[src/rtl/ps2_pkg.sv]
// Shared types and constants for the PS/2 keyboard receive path.
package ps2_pkg;

    typedef enum logic [1:0] {
        ST_IDLE,
        ST_DATA,
        ST_PARITY,
        ST_STOP
    } frame_state_e;

    localparam logic [7:0] CODE_EXT   = 8'hE0;
    localparam logic [7:0] CODE_BRK   = 8'hF0;
    localparam logic [7:0] CODE_PAUSE = 8'hE1;

    localparam int unsigned PAUSE_SKIP = 7;
    localparam int unsigned NUM_SLOTS  = 4;

    // Keyboard status/handshake bytes that carry no key information
    localparam logic [7:0] CODE_NULL    = 8'h00;
    localparam logic [7:0] CODE_BAT_OK  = 8'hAA;
    localparam logic [7:0] CODE_ACK     = 8'hFA;
    localparam logic [7:0] CODE_RESEND  = 8'hFE;
    localparam logic [7:0] CODE_OVERRUN = 8'hFF;

    typedef struct packed {
        logic [7:0] code;
        logic       valid;
        logic       err;
    } ps2_rx_t;

    function automatic logic is_ignored(input logic [7:0] code);
        return (code == CODE_NULL)   || (code == CODE_BAT_OK) || (code == CODE_ACK) ||
               (code == CODE_RESEND) || (code == CODE_OVERRUN);
    endfunction

endpackage

[src/rtl/ps2_frame_rx.sv]
// PS/2 line conditioning and 11-bit frame receiver with odd parity check and
// inactivity timeout; emits one registered byte/valid/error record per frame.
module ps2_frame_rx
    import ps2_pkg::*;
#(
    parameter int unsigned FILTER_LEN = 8,
    parameter int unsigned TIMEOUT    = 100000
) (
    input  logic    clk,
    input  logic    rst_n,
    input  logic    ps2_clk_i,
    input  logic    ps2_dat_i,
    output ps2_rx_t rx_o
);

    localparam int unsigned FILT_W = $clog2(FILTER_LEN + 1);
    localparam int unsigned TMO_W  = $clog2(TIMEOUT + 1);

    logic [1:0]        clk_sync_q, dat_sync_q;
    logic              filt_q, filt_d, filt_prev_q;
    logic [FILT_W-1:0] filt_cnt_q, filt_cnt_d;

    frame_state_e      state_q, state_d;
    logic [2:0]        bit_cnt_q, bit_cnt_d;
    logic [7:0]        shift_q, shift_d;
    logic              par_q, par_d;
    logic [TMO_W-1:0]  tmo_q, tmo_d;
    ps2_rx_t           rx_q, rx_d;

    logic              sample_c;
    logic              dat_c;

    assign sample_c = filt_prev_q & ~filt_q;
    assign dat_c    = dat_sync_q[1];
    assign rx_o     = rx_q;

    // Glitch filter: the filtered clock follows only a stable run of differing samples
    always_comb begin
        filt_d     = filt_q;
        filt_cnt_d = '0;
        if (clk_sync_q[1] != filt_q) begin
            if (filt_cnt_q == FILT_W'(FILTER_LEN - 1)) begin
                filt_d = clk_sync_q[1];
            end else begin
                filt_cnt_d = filt_cnt_q + FILT_W'(1);
            end
        end
    end

    always_comb begin
        state_d   = state_q;
        bit_cnt_d = bit_cnt_q;
        shift_d   = shift_q;
        par_d     = par_q;
        tmo_d     = tmo_q;
        rx_d      = '0;
        rx_d.code = rx_q.code;
        if (sample_c) begin
            tmo_d = '0;
            unique case (state_q)
                ST_IDLE: begin
                    if (!dat_c) begin
                        state_d   = ST_DATA;
                        bit_cnt_d = '0;
                    end
                end
                ST_DATA: begin
                    shift_d   = {dat_c, shift_q[7:1]};
                    bit_cnt_d = bit_cnt_q + 3'd1;
                    if (bit_cnt_q == 3'd7) begin
                        state_d = ST_PARITY;
                    end
                end
                ST_PARITY: begin
                    par_d   = dat_c;
                    state_d = ST_STOP;
                end
                ST_STOP: begin
                    state_d = ST_IDLE;
                    if (dat_c && (^{shift_q, par_q})) begin
                        rx_d.valid = 1'b1;
                        rx_d.code  = shift_q;
                    end else begin
                        rx_d.err = 1'b1;
                    end
                end
                default: state_d = ST_IDLE;
            endcase
        end else if (state_q != ST_IDLE) begin
            // A stalled keyboard must not leave the receiver mid-frame forever
            if (tmo_q == TMO_W'(TIMEOUT - 1)) begin
                state_d  = ST_IDLE;
                tmo_d    = '0;
                rx_d.err = 1'b1;
            end else begin
                tmo_d = tmo_q + TMO_W'(1);
            end
        end
    end

    always_ff @(posedge clk or negedge rst_n) begin
        if (!rst_n) begin
            clk_sync_q  <= 2'b11;
            dat_sync_q  <= 2'b11;
            filt_q      <= 1'b1;
            filt_prev_q <= 1'b1;
            filt_cnt_q  <= '0;
            state_q     <= ST_IDLE;
            bit_cnt_q   <= '0;
            shift_q     <= '0;
            par_q       <= 1'b0;
            tmo_q       <= '0;
            rx_q        <= '0;
        end else begin
            clk_sync_q  <= {clk_sync_q[0], ps2_clk_i};
            dat_sync_q  <= {dat_sync_q[0], ps2_dat_i};
            filt_q      <= filt_d;
            filt_prev_q <= filt_q;
            filt_cnt_q  <= filt_cnt_d;
            state_q     <= state_d;
            bit_cnt_q   <= bit_cnt_d;
            shift_q     <= shift_d;
            par_q       <= par_d;
            tmo_q       <= tmo_d;
            rx_q        <= rx_d;
        end
    end

endmodule

[src/rtl/ps2_keycode_rx.sv]
// PS/2 set-2 make/break decoder feeding a four-slot key rollover register.
module ps2_keycode_rx
    import ps2_pkg::*;
#(
    parameter int unsigned FILTER_LEN = 8,
    parameter int unsigned TIMEOUT    = 100000
) (
    input  logic        Clk,
    input  logic        Reset_n,
    input  logic        PS2_CLK,
    input  logic        PS2_DAT,
    output logic [31:0] keycode,
    output logic [7:0]  scan_code,
    output logic        scan_valid,
    output logic        frame_err
);

    localparam int unsigned SKIP_W = $clog2(PAUSE_SKIP + 1);

    ps2_rx_t rx;

    logic                       ext_q, ext_d;
    logic                       brk_q, brk_d;
    logic [SKIP_W-1:0]          skip_q, skip_d;
    logic [NUM_SLOTS-1:0][7:0]  slot_q, slot_d;
    logic                       hit_c, placed_c;

    ps2_frame_rx #(
        .FILTER_LEN (FILTER_LEN),
        .TIMEOUT    (TIMEOUT)
    ) u_rx (
        .clk       (Clk),
        .rst_n     (Reset_n),
        .ps2_clk_i (PS2_CLK),
        .ps2_dat_i (PS2_DAT),
        .rx_o      (rx)
    );

    assign keycode    = slot_q;
    assign scan_code  = rx.code;
    assign scan_valid = rx.valid;
    assign frame_err  = rx.err;

    always_comb begin
        ext_d    = ext_q;
        brk_d    = brk_q;
        skip_d   = skip_q;
        slot_d   = slot_q;
        hit_c    = 1'b0;
        placed_c = 1'b0;
        if (rx.valid) begin
            if (skip_q != '0) begin
                skip_d = skip_q - SKIP_W'(1);
            end else if (rx.code == CODE_EXT) begin
                ext_d = 1'b1;
            end else if (rx.code == CODE_BRK) begin
                brk_d = 1'b1;
            end else if (rx.code == CODE_PAUSE) begin
                skip_d = SKIP_W'(PAUSE_SKIP);
            end else if (!is_ignored(rx.code)) begin
                ext_d = 1'b0;
                brk_d = 1'b0;
                if (brk_q) begin
                    for (int i = 0; i < NUM_SLOTS; i++) begin
                        if (slot_q[i] == rx.code) slot_d[i] = 8'h00;
                    end
                end else begin
                    for (int i = 0; i < NUM_SLOTS; i++) begin
                        if (slot_q[i] == rx.code) hit_c = 1'b1;
                    end
                    // Lowest empty slot wins; a full register silently drops the key
                    for (int i = 0; i < NUM_SLOTS; i++) begin
                        if (!hit_c && !placed_c && slot_q[i] == 8'h00) begin
                            slot_d[i] = rx.code;
                            placed_c  = 1'b1;
                        end
                    end
                end
            end
        end
    end

    always_ff @(posedge Clk or negedge Reset_n) begin
        if (!Reset_n) begin
            ext_q  <= 1'b0;
            brk_q  <= 1'b0;
            skip_q <= '0;
            slot_q <= '0;
        end else begin
            ext_q  <= ext_d;
            brk_q  <= brk_d;
            skip_q <= skip_d;
            slot_q <= slot_d;
        end
    end

endmodule

[config.mk]
export PLATFORM = sky130hd
export DESIGN_NAME = ps2_keycode_rx
export DESIGN_NICKNAME = d
export VERILOG_FILES = /design/src/rtl/ps2_pkg.sv /design/src/rtl/ps2_frame_rx.sv /design/src/rtl/ps2_keycode_rx.sv
export SDC_FILE = /design/constraint.sdc
export NUM_CORES = 1
export LEC_CHECK = 0
export CORE_AREA = 5 5 131 133
export CTS_BUF_LIST = sky130_fd_sc_hd__clkbuf_16
export CTS_CLUSTER_DIAMETER = 200
export CTS_CLUSTER_SIZE = 10
export DETAILED_ROUTE_END_ITERATION = 16
export DIE_AREA = 0 0 136 138
export HOLD_SLACK_MARGIN = 0.05
export SYNTH_ARGS = -nofsm -noshare
export SYNTH_HDL_FRONTEND = slang
export SYNTH_SLANG_ARGS = --single-unit
[constraint.sdc]
create_clock -name Clk -period 1.9 [get_ports Clk]
set_clock_uncertainty 0.05 [all_clocks]
set_input_delay 0.38 -clock Clk [delete_from_list [all_inputs] [get_ports Clk]]
set_output_delay 0.38 -clock Clk [all_outputs]
set_load 0.1 [all_outputs]
## Word level (Yosys, flattened, before mapping)

Index checks and enable logic that the tools add are counted.

- Register bits after elaboration: 87
- Input bits: 4
- Output and inout bits: 42
- Logic and storage cells: 175

- Add/subtract/negate cells: 4
- Equality and inequality tests: 29
- Multiplexer cells: 71
- Bitwise operators: 7
- Reductions and logical operators: 45

Operator list:

| operator | count |
|---|---|
| 8-bit 2-to-1 mux | 8 |
| 8-bit equality test, second input constant | 7 |
| 17-bit 2-to-1 mux | 3 |
| 1-bit 2-to-1 mux | 44 |
| 8-bit logical NOT | 5 |
| 8-bit equality test | 4 |
| 32-bit 2-to-1 mux | 1 |
| 8-bit AND reduction | 4 |
| 2-bit nonzero test | 9 |
| 17-bit by 1-bit adder with 17-bit output, second input constant | 1 |
| 17-bit equality test, second input constant | 1 |
| 3-bit 2-to-1 mux | 5 |
| 2-bit 2-to-1 mux | 6 |
| 2-bit != test, second input constant | 5 |
| 9-bit XOR reduction | 1 |
| 1-bit logical AND | 8 |
| 4-bit 2-to-1 mux | 2 |
| 2-bit by 1-bit != test with 1-bit output, second input constant | 4 |
| 2-bit one-hot mux with 4 select lines | 1 |
| 4-bit AND reduction | 2 |
| 3-bit != test, second input constant | 2 |
| 1-bit inverter | 6 |
| 3-bit one-hot mux with 2 select lines | 1 |
| 2-bit AND reduction | 3 |
| other kinds (15) | 23 |

## Longest topological paths before layout

Gate-level depths: netlist (run 1).

- Depth after elaboration: 49
- Mapped depth: 8

## Modules after synthesis

From an unflattened synthesis (run 1), not the netlist that was laid out.

- Cells, all modules: 464
- Area, all modules: 4718.3 um^2

By module, submodules not included:

| module | times used | cells an instance | area an instance (um^2) |
|---|---|---|---|
| ps2_frame_rx | 1 | 212 | 2449.8 |
| ps2_keycode_rx | 1 | 252 | 2268.4 |

## Worst setup path after synthesis (run 1)

No wires, ideal clock.

- Path kind: reg2reg
- Start point: register u_rx.rx_q (netlist bit u_rx.rx_o[2])
- End point: register slot_q (netlist bit keycode[1])
- Setup time: 123 ps
- Arrival: 2477 ps
- Slack: -750 ps
- Stages on the path, launching flop included: 8
- Path buffers: 2
- Clock period less this slack: 2650 ps
- Cell sequence: dfrtp_1 > buf_2 > nand2_1 > a22o_1 > a211oi_4 > buf_2 > nand4_2 > a32o_1

- Cells in the longest elaborated chain, start to end: 16
- Elaborated cells between the ends (all ways): 36
- Classes of those cells: eq/ne (12); mux (11); bitwise (4); reduce/logical (9)

Ends and longest elaborated chain:

| item | line | RTL |
|---|---|---|
| start, declared | ps2_frame_rx.sv:28 | `ps2_rx_t rx_q, rx_d;` |
| start signal, assigned | ps2_frame_rx.sv:125 | `rx_q <= rx_d;` |
| 8-bit equality test | ps2_keycode_rx.sv:65, ps2_keycode_rx.sv:69 |  |
| 1-bit 2-to-1 mux (4 in a row) | ps2_keycode_rx.sv:69 | `if (slot_q[i] == rx.code) hit_c = 1'b1;` |
| 1-bit 2-to-1 mux | ps2_keycode_rx.sv:63 | `if (brk_q) begin` |
| 1-bit 2-to-1 mux | ps2_keycode_rx.sv:60 | `end else if (!is_ignored(rx.code)) begin` |
| 1-bit 2-to-1 mux | ps2_keycode_rx.sv:58 | `end else if (rx.code == CODE_PAUSE) begin` |
| 1-bit 2-to-1 mux | ps2_keycode_rx.sv:56 | `end else if (rx.code == CODE_BRK) begin` |
| 1-bit 2-to-1 mux | ps2_keycode_rx.sv:54 | `end else if (rx.code == CODE_EXT) begin` |
| 1-bit 2-to-1 mux | ps2_keycode_rx.sv:52 | `if (skip_q != '0) begin` |
| 1-bit 2-to-1 mux | ps2_keycode_rx.sv:51 | `if (rx.valid) begin` |
| 1-bit logical NOT | ps2_keycode_rx.sv:73 | `if (!hit_c && !placed_c && slot_q[i] == 8'h00) begin` |
| 1-bit logical AND | ps2_keycode_rx.sv:73 |  |
| 2-bit nonzero test (no line) | -- |  |
| 8-bit AND reduction (no line) (*) | -- |  |
| end signal, assigned | ps2_keycode_rx.sv:93 | `slot_q <= slot_d;` |
| end, declared | ps2_keycode_rx.sv:25 | `logic [NUM_SLOTS-1:0][7:0] slot_q, slot_d;` |

Mark *: on every way between the ends. The rest lies on a longest branch, timed or not. The select of a mux whose other input is x is not followed.
A chain may end at the register's enable or synchronous reset.

## Worst setup path in the final report (run 1)

- Start point: register u_rx.rx_q (netlist bit u_rx.rx_o[8])
- End point: register slot_q (netlist bit keycode[16])

- Cells in the longest elaborated chain, start to end: 38
- Elaborated cells between the ends (all ways): 58
- Classes of those cells: eq/ne (12); mux (27); bitwise (4); reduce/logical (15)

Ends and longest elaborated chain:

| item | line |
|---|---|
| 8-bit equality test | ps2_keycode_rx.sv:69 |
| 1-bit 2-to-1 mux (4 in a row) | ps2_keycode_rx.sv:69 |
| 1-bit 2-to-1 mux | ps2_keycode_rx.sv:63 |
| 1-bit 2-to-1 mux | ps2_keycode_rx.sv:60 |
| 1-bit 2-to-1 mux | ps2_keycode_rx.sv:58 |
| 1-bit 2-to-1 mux | ps2_keycode_rx.sv:56 |
| 1-bit 2-to-1 mux | ps2_keycode_rx.sv:54 |
| 1-bit 2-to-1 mux | ps2_keycode_rx.sv:52 |
| [18 not listed] | -- |
| 1-bit 2-to-1 mux | ps2_keycode_rx.sv:56 |
| 1-bit 2-to-1 mux | ps2_keycode_rx.sv:54 |
| 1-bit 2-to-1 mux | ps2_keycode_rx.sv:52 |
| 1-bit 2-to-1 mux | ps2_keycode_rx.sv:51 |
| 1-bit logical NOT | ps2_keycode_rx.sv:73 |
| 1-bit logical AND (2 in a row) | ps2_keycode_rx.sv:73 |
| 2-bit nonzero test (no line) | -- |
| 8-bit AND reduction (no line) (*) | -- |

Marks and branches as above.

==> results of run 1 <==
[registers in the layout, indices dropped and copies added (netlist names), 2 cells and up]
signal           count
u_rx.dat_sync_q      2
u_rx.state_q         2
u_rx.rx_o           10
keycode             32
u_rx.tmo_q          17
skip_q               3
u_rx.clk_sync_q      2
u_rx.bit_cnt_q       3
u_rx.shift_q         8
u_rx.filt_cnt_q      4
[routing by layer]
metal / track usage (%) / wire, microns
met1: 14.9 / 4810
met2: 22.8 / 6260
met3: 2.98 / 454
met4: 4.62 / 241
met5: 0 / 0
[placed cells by master, fill, tap and decap left out, drive strengths merged, types with 6 or more instances in the layout]
master	instances
buf	126
dfrtp	81
nand2	30
xnor2	29
nor2	27
o21ai	25
xor2	21
nand4	21
mux2	19
a32o	16
a22o	12
ha	10
nand3	10
nor4	10
nor2b	9
clkbuf	9
a21oi	9
inv	7
nor3	7
dfstp	6
or4	6
[Yosys cell counts (3+ instances only)]
cell type | number | area share, %
a21oi_1 | 8 | 0.89
a22o_1 | 12 | 2.3
a32o_1 | 16 | 3.6
and2_1 | 3 | 0.42
and3_1 | 4 | 0.56
buf_2 | 8 | 0.89
clkbuf_1 | 5 | 0.42
dfrtp_1 | 81 | 45
dfstp_2 | 6 | 3.5
ha_1 | 10 | 2.8
inv_1 | 6 | 0.50
mux2_2 | 19 | 4.8
nand2_1 | 30 | 2.5
nand2b_1 | 5 | 0.70
nand3_1 | 10 | 1.1
nand4_1 | 19 | 2.7
nor2_1 | 26 | 2.2
nor2b_1 | 9 | 1.3
nor3_1 | 6 | 0.67
nor4_1 | 9 | 1.3
o21ai_0 | 20 | 2.2
o21ai_1 | 5 | 0.56
o31ai_1 | 4 | 0.67
or4_1 | 6 | 1.0
xnor2_1 | 29 | 5.7
xor2_1 | 21 | 4.1
[cells by family after synthesis]
group	Yosys count	share of synthesized area [%]
DFF	87	48.8
muxes	19	4.78
and+or+nand+nor	146	18.5
AOI/OAI and AO/OA	77	12.6
xor gates and xnor gates	50	9.79
buffers and inverters	24	2.66
adders and majority gates	10	2.80
[per-stage QoR]
| stage | std cells | power, mW | setup TNS (ps) |
|---|---|---|---|
| 5_1_grt | 757 | 4.42 | -7750 |
| 3_5_place_dp | 731 | 2.51 | -8830 |
| 4_1_cts | 753 | 4.26 | -5770 |
| 3_3_place_gp | 731 | 2.50 | -6610 |
| 6_report | 757 | 4.21 | -4820 |
| 2_1_floorplan | 413 | 2.27 | -10330 |
[power by group]
| group | internal (mW) | switching [mW] |
|---|---|---|
| sequential | 1.93 | 0.0484 |
| clock | 1.01 | 0.723 |
| combinational | 0.199 | 0.306 |
| total | 3.13 | 1.08 |
[worst paths after layout]
kind / slack (ps) / cells past startpoint / endpoint / from
max reg2reg: -170 / 8 / keycode[16]$_DFFE_PN0P_ / u_rx.rx_o[8]$_DFFE_PN0P_
min: 310 / 0 / u_rx.dat_sync_q[1]$_DFF_PN1_ / u_rx.dat_sync_q[0]$_DFF_PN1_
max in group asynchronous: 720 / 3 / u_rx.rx_o[9]$_DFFE_PN0P_ / Reset_n
min in group asynchronous: 410 / 2 / u_rx.filt_cnt_q[0]$_DFF_PN0_ / Reset_n
max: -170 / 8 / keycode[16]$_DFFE_PN0P_ / u_rx.rx_o[8]$_DFFE_PN0P_
min reg2reg: 310 / 0 / u_rx.dat_sync_q[1]$_DFF_PN1_ / u_rx.dat_sync_q[0]$_DFF_PN1_
[final cells by class]
class | instances | area (sq um) | share of cell area, %
tap | 216 | 270 | 3.97
clock buffer | 9 | 225 | 3.31
timing repair buffer | 129 | 1600 | 23.5
sequential | 87 | 2280 | 33.5
multi-input combinational | 302 | 2340 | 34.4
inverter | 7 | 26.3 | 0.386
clock inverter | 7 | 63.8 | 0.938
[timing repair]
action / in CTS / in global routing
endpoints found under the setup margin: 35 / 50
pin swaps: 11 / 23
hold buffers: 1 / 0
setup buffers: 5 / 8
gates resized for setup: 11 / 21
endpoints found under the hold margin: 16 / 0
==> metrics.txt, run 1 <==
CTS Buf Count 9; #FFs+latches synth 87; largest net degree at the start of global routing 66; critical path launch point type flop; delay-heaviest family, CP simple AND/OR/NAND/NOR gates; syn_nets ~430; crit path DAT 2240 ps; Ys Warns 0; crit path time final 2070 ps; Final ANT Viol Nets 0; Worst-Skew Late Latency 350 ps; pwr dens about 620 nW/um^2; gr usage total 12.8%; run status complete, but fails checks; ANT cells 0; DRT iter0 DRCs 263; Routed WL 11,800 microns; failing checks setup timing; Wirelength per Cell between 15 and 20 microns; Async SR Flop Fraction 100%; fill count 1,461; max cap viols 0; GR Overflow Total 0; Fin. Hold Viols 0; VDD IR max 0.425 mV; final period utilization 109%; Finish-stage setup viols 32; Seq/Total Area, Yosys between 40% and 50%; Worst Hold Slack 307 ps; CP Max Fanout 8; Die H 138 microns; Nets 550; Synth Flop Type dfrtp_1; max incr delay on CP 580 ps; Row Count 46; Netlist cell types 54; Buf/Inv on CP 3; Core Box Area between 15,000 and 20,000 sq um; WS Path Type reg -> reg; initial core utilization approximately 28%; fin util 43.3%; fmax roughly 0.48 GHz; Syn Inst Count ~410; Area Growth Syn to Fin 52.1%; H-tree depth 3; first-pass GRT wire length 19,400 microns; Die ar. 18,800 sq um; Critical Path End Type flop; RSZ-0062 raised after global routing yes; LEAKAGE 3.02 nW; chip width 136 microns; Slew headroom between 60% and 70%; CTS sink count slightly below 90; Reg clk slew, reported paths 60 ps; final instance area 6810 sq um; # IOs 46; placed cell area 6270 sq um; post-synth design cell area about 4500 sq um; Final WS setup -169 ps; Worst EP required 2070 ps; GP Congestion 0.955; Root Buffer clkbuf_16; Critical Path, Cell by Cell or4_1 -> a21oi_4 -> a211oi_4 -> buf_4 -> buf_6 -> buf_12 -> nand4_1 -> o21ai_0; routed vias 3,734; CTS tree yes; clock buffer depth 2; vias per cell 4.93; CP max stage cell or4_1; initial antenna violation count 0; HP Class reg -> reg; pre-CTS setup slack -358 ps; share of layout cells above drive strength 1 44.5%; number of flops mapped to enable cells by yosys 0; Residual DRC 0; Buffers on Ports 45; Avg Cell Area, Syn 10.8 sq um; detailed placer's ending HPWL 8680 microns; vias in the first global route 3,802; Worst-Margin Slew 558 ps; Final Max Tran Viols 0; drt pass-1 iters 5
Note: power is estimated with default switching activity, not from simulation.
==> run 2: changes to the inputs <==
--- a/config.mk
+++ b/config.mk
@@ -12,6 +12,7 @@
 export DETAILED_ROUTE_END_ITERATION = 16
 export DIE_AREA = 0 0 136 138
 export HOLD_SLACK_MARGIN = 0.05
+export SKIP_CTS_REPAIR_TIMING = 1
 export SYNTH_ARGS = -nofsm -noshare
 export SYNTH_HDL_FRONTEND = slang
 export SYNTH_SLANG_ARGS = --single-unit
==> metrics.txt, run 2 (same netlist as run 1, synthesis figures left out) <==
critical path launch point type flop; chip width 136 microns; gr usage total between 10 and 15%; multi-input logic area 2350 sq um; Reg clk slew, reported paths 60 ps; # IOs 46; largest net degree at the start of global routing 66; Worst R2R Start u_rx.rx_o[7]$_DFFE_PN0P_; CTS tree yes; Die ar. about 19,000 sq um; fmax 0.460 GHz; VDD IR max around 0.43 mV; initial core utilization 28.5%; final instance area 6810 sq um; Worst Hold Slack 307 ps; drt pass-1 iters 5; Reg area 2280 sq um; hold path endpoint u_rx.dat_sync_q[1]$_DFF_PN1_; Slew headroom 62.8%; Worst-Margin Slew 559 ps; initial antenna violation count 0; first-pass GRT wire length between 15,000 and 20,000 microns; Final ANT Viol Nets 0; detailed placer's ending HPWL 8680 microns; CTS Buf Count 9; Nets 550; Residual DRC 0; Die H 138 microns; Finish-stage setup viols 32; HP Class reg -> reg; most common cell after layout, fill and taps aside buf_4; Worst Hold Depth 0; crit path DAT 2360 ps; Row Count 46; fill count between 1,000 and 1,500; Worst EP required roughly 2100 ps; Reg2Reg Setup Slack -280 ps; max cap viols 0; Final WS setup -276 ps; RSZ-0062 raised after global routing yes; hold_sp u_rx.dat_sync_q[0]$_DFF_PN1_; DRT iter0 DRCs 257; placed cells about 730; pwr dens a little over 600 nW/um^2; placed cell area ~6300 sq um; routed vias 3,731; Buffers on Ports 45; Critical Path End Type flop; Worst-Skew Late Latency 350 ps; Wirelength per Cell 15.6 microns; WS Path Type reg -> reg; vias in the first global route about 3,700; crit path time final 2180 ps; share of layout cells above drive strength 1 44.9%; CP Max Fanout 8; FF-to-FF End keycode[27]$_DFFE_PN0P_; max reg flops 32; Core Box Area 15,700 sq um; final period utilization 115%; GP Congestion between 0.9 and 1; Area Growth Syn to Fin 52.2%; Root Buffer clkbuf_16; ANT cells 0; vias per cell 4.93; GR Overflow Total 0; fin util 43.4%; H-tree depth 3; LEAKAGE slightly above 3 nW; most frequent cells in the layout buf_4, buf_12, dfrtp_1, xnor2_1, nand2_1; Cell Count, Final, Fillers Out 757; Final Max Tran Viols 0; CTS sink count 87; Fin. Hold Viols 0; clock buffer depth 2; R2R cell count 8; Routed WL 11,800 microns; run status complete, but fails checks; failing checks setup timing
==> run 2: changes by cell type in the layout (fill, tap and decap cells not counted) <==
cell     change
o21ai_2      +1
o21ai_1      +3
o21ai_0      -4
nand2_2      +1
nand2_1      -1
==> run 2: layout make-up <==
class,instances,area share [%]
Timing Repair Buffer,129,23.5
Tap cell,216,3.97
Sequential cell,87,33.4
Multi-Input combinational cell,302,34.5
Clock buffer,9,3.31
Clock inverter,7,0.937
Inverter,7,0.386
==> run 2: how the worst max path moves through the flow <==
stage	from	end	slack (ps)	cells after the start
final	u_rx.rx_o[7]$_DFFE_PN0P_	keycode[27]$_DFFE_PN0P_	-280	8
after CTS	u_rx.rx_o[3]$_DFFE_PN0P_	keycode[1]$_DFFE_PN0P_	-380	6
after floorplan	u_rx.rx_o[7]$_DFFE_PN0P_	keycode[10]$_DFFE_PN0P_	-360	8
after global placement	u_rx.rx_o[3]$_DFFE_PN0P_	keycode[3]$_DFFE_PN0P_	-280	6
after global routing	u_rx.rx_o[9]$_DFFE_PN0P_	keycode[27]$_DFFE_PN0P_	-370	8
after detailed placement	u_rx.rx_o[3]$_DFFE_PN0P_	keycode[4]$_DFFE_PN0P_	-360	6
==> run 2: per-layer routing <==
| layer | vias to the layer above | GRT usage (%) | share of wire (%) |
|---|---|---|---|
| met5 | - | 0 | 0 |
| met1 | 1855 | 14.9 | 41 |
| met4 | 0 | 4.24 | 2.2 |
| met2 | 88 | 22.6 | 53 |
| li1 | 1765 | - | - |
| met3 | 23 | 2.98 | 4.0 |
==> run 2: power breakdown <==
group | internal, mW | switching, mW | total, mW | leakage [nW]
Combinational | 0.199 | 0.306 | 0.505 | 1.76
Sequential | 1.93 | 0.0485 | 1.98 | 1.12
Clock | 1.01 | 0.724 | 1.73 | 0.140
Total | 3.13 | 1.08 | 4.21 | 3.02
==> run 2: stage by stage <==
| step | setup TNS (ps) | setup WS, ps | total power [mW] |
|---|---|---|---|
| 6_report | -6720 | -276 | 4.21 |
| 5_1_grt | -10060 | -366 | 4.42 |
| 4_1_cts | -9520 | -380 | 4.26 |
| 3_5_place_dp | -8830 | -358 | 2.51 |
| 3_3_place_gp | -6610 | -278 | 2.50 |
| 2_1_floorplan | -10330 | -363 | 2.27 |
==> run 2: worst max-delay path, stage by stage, from the launching register on <==
cell,delay [ps]
dfrtp_4,520
buf_12,150
xor2_1,160
nor4_2,380
nand2_1,150
o211ai_1,210
nor4_4,80
buf_6,150
a22o_1,200
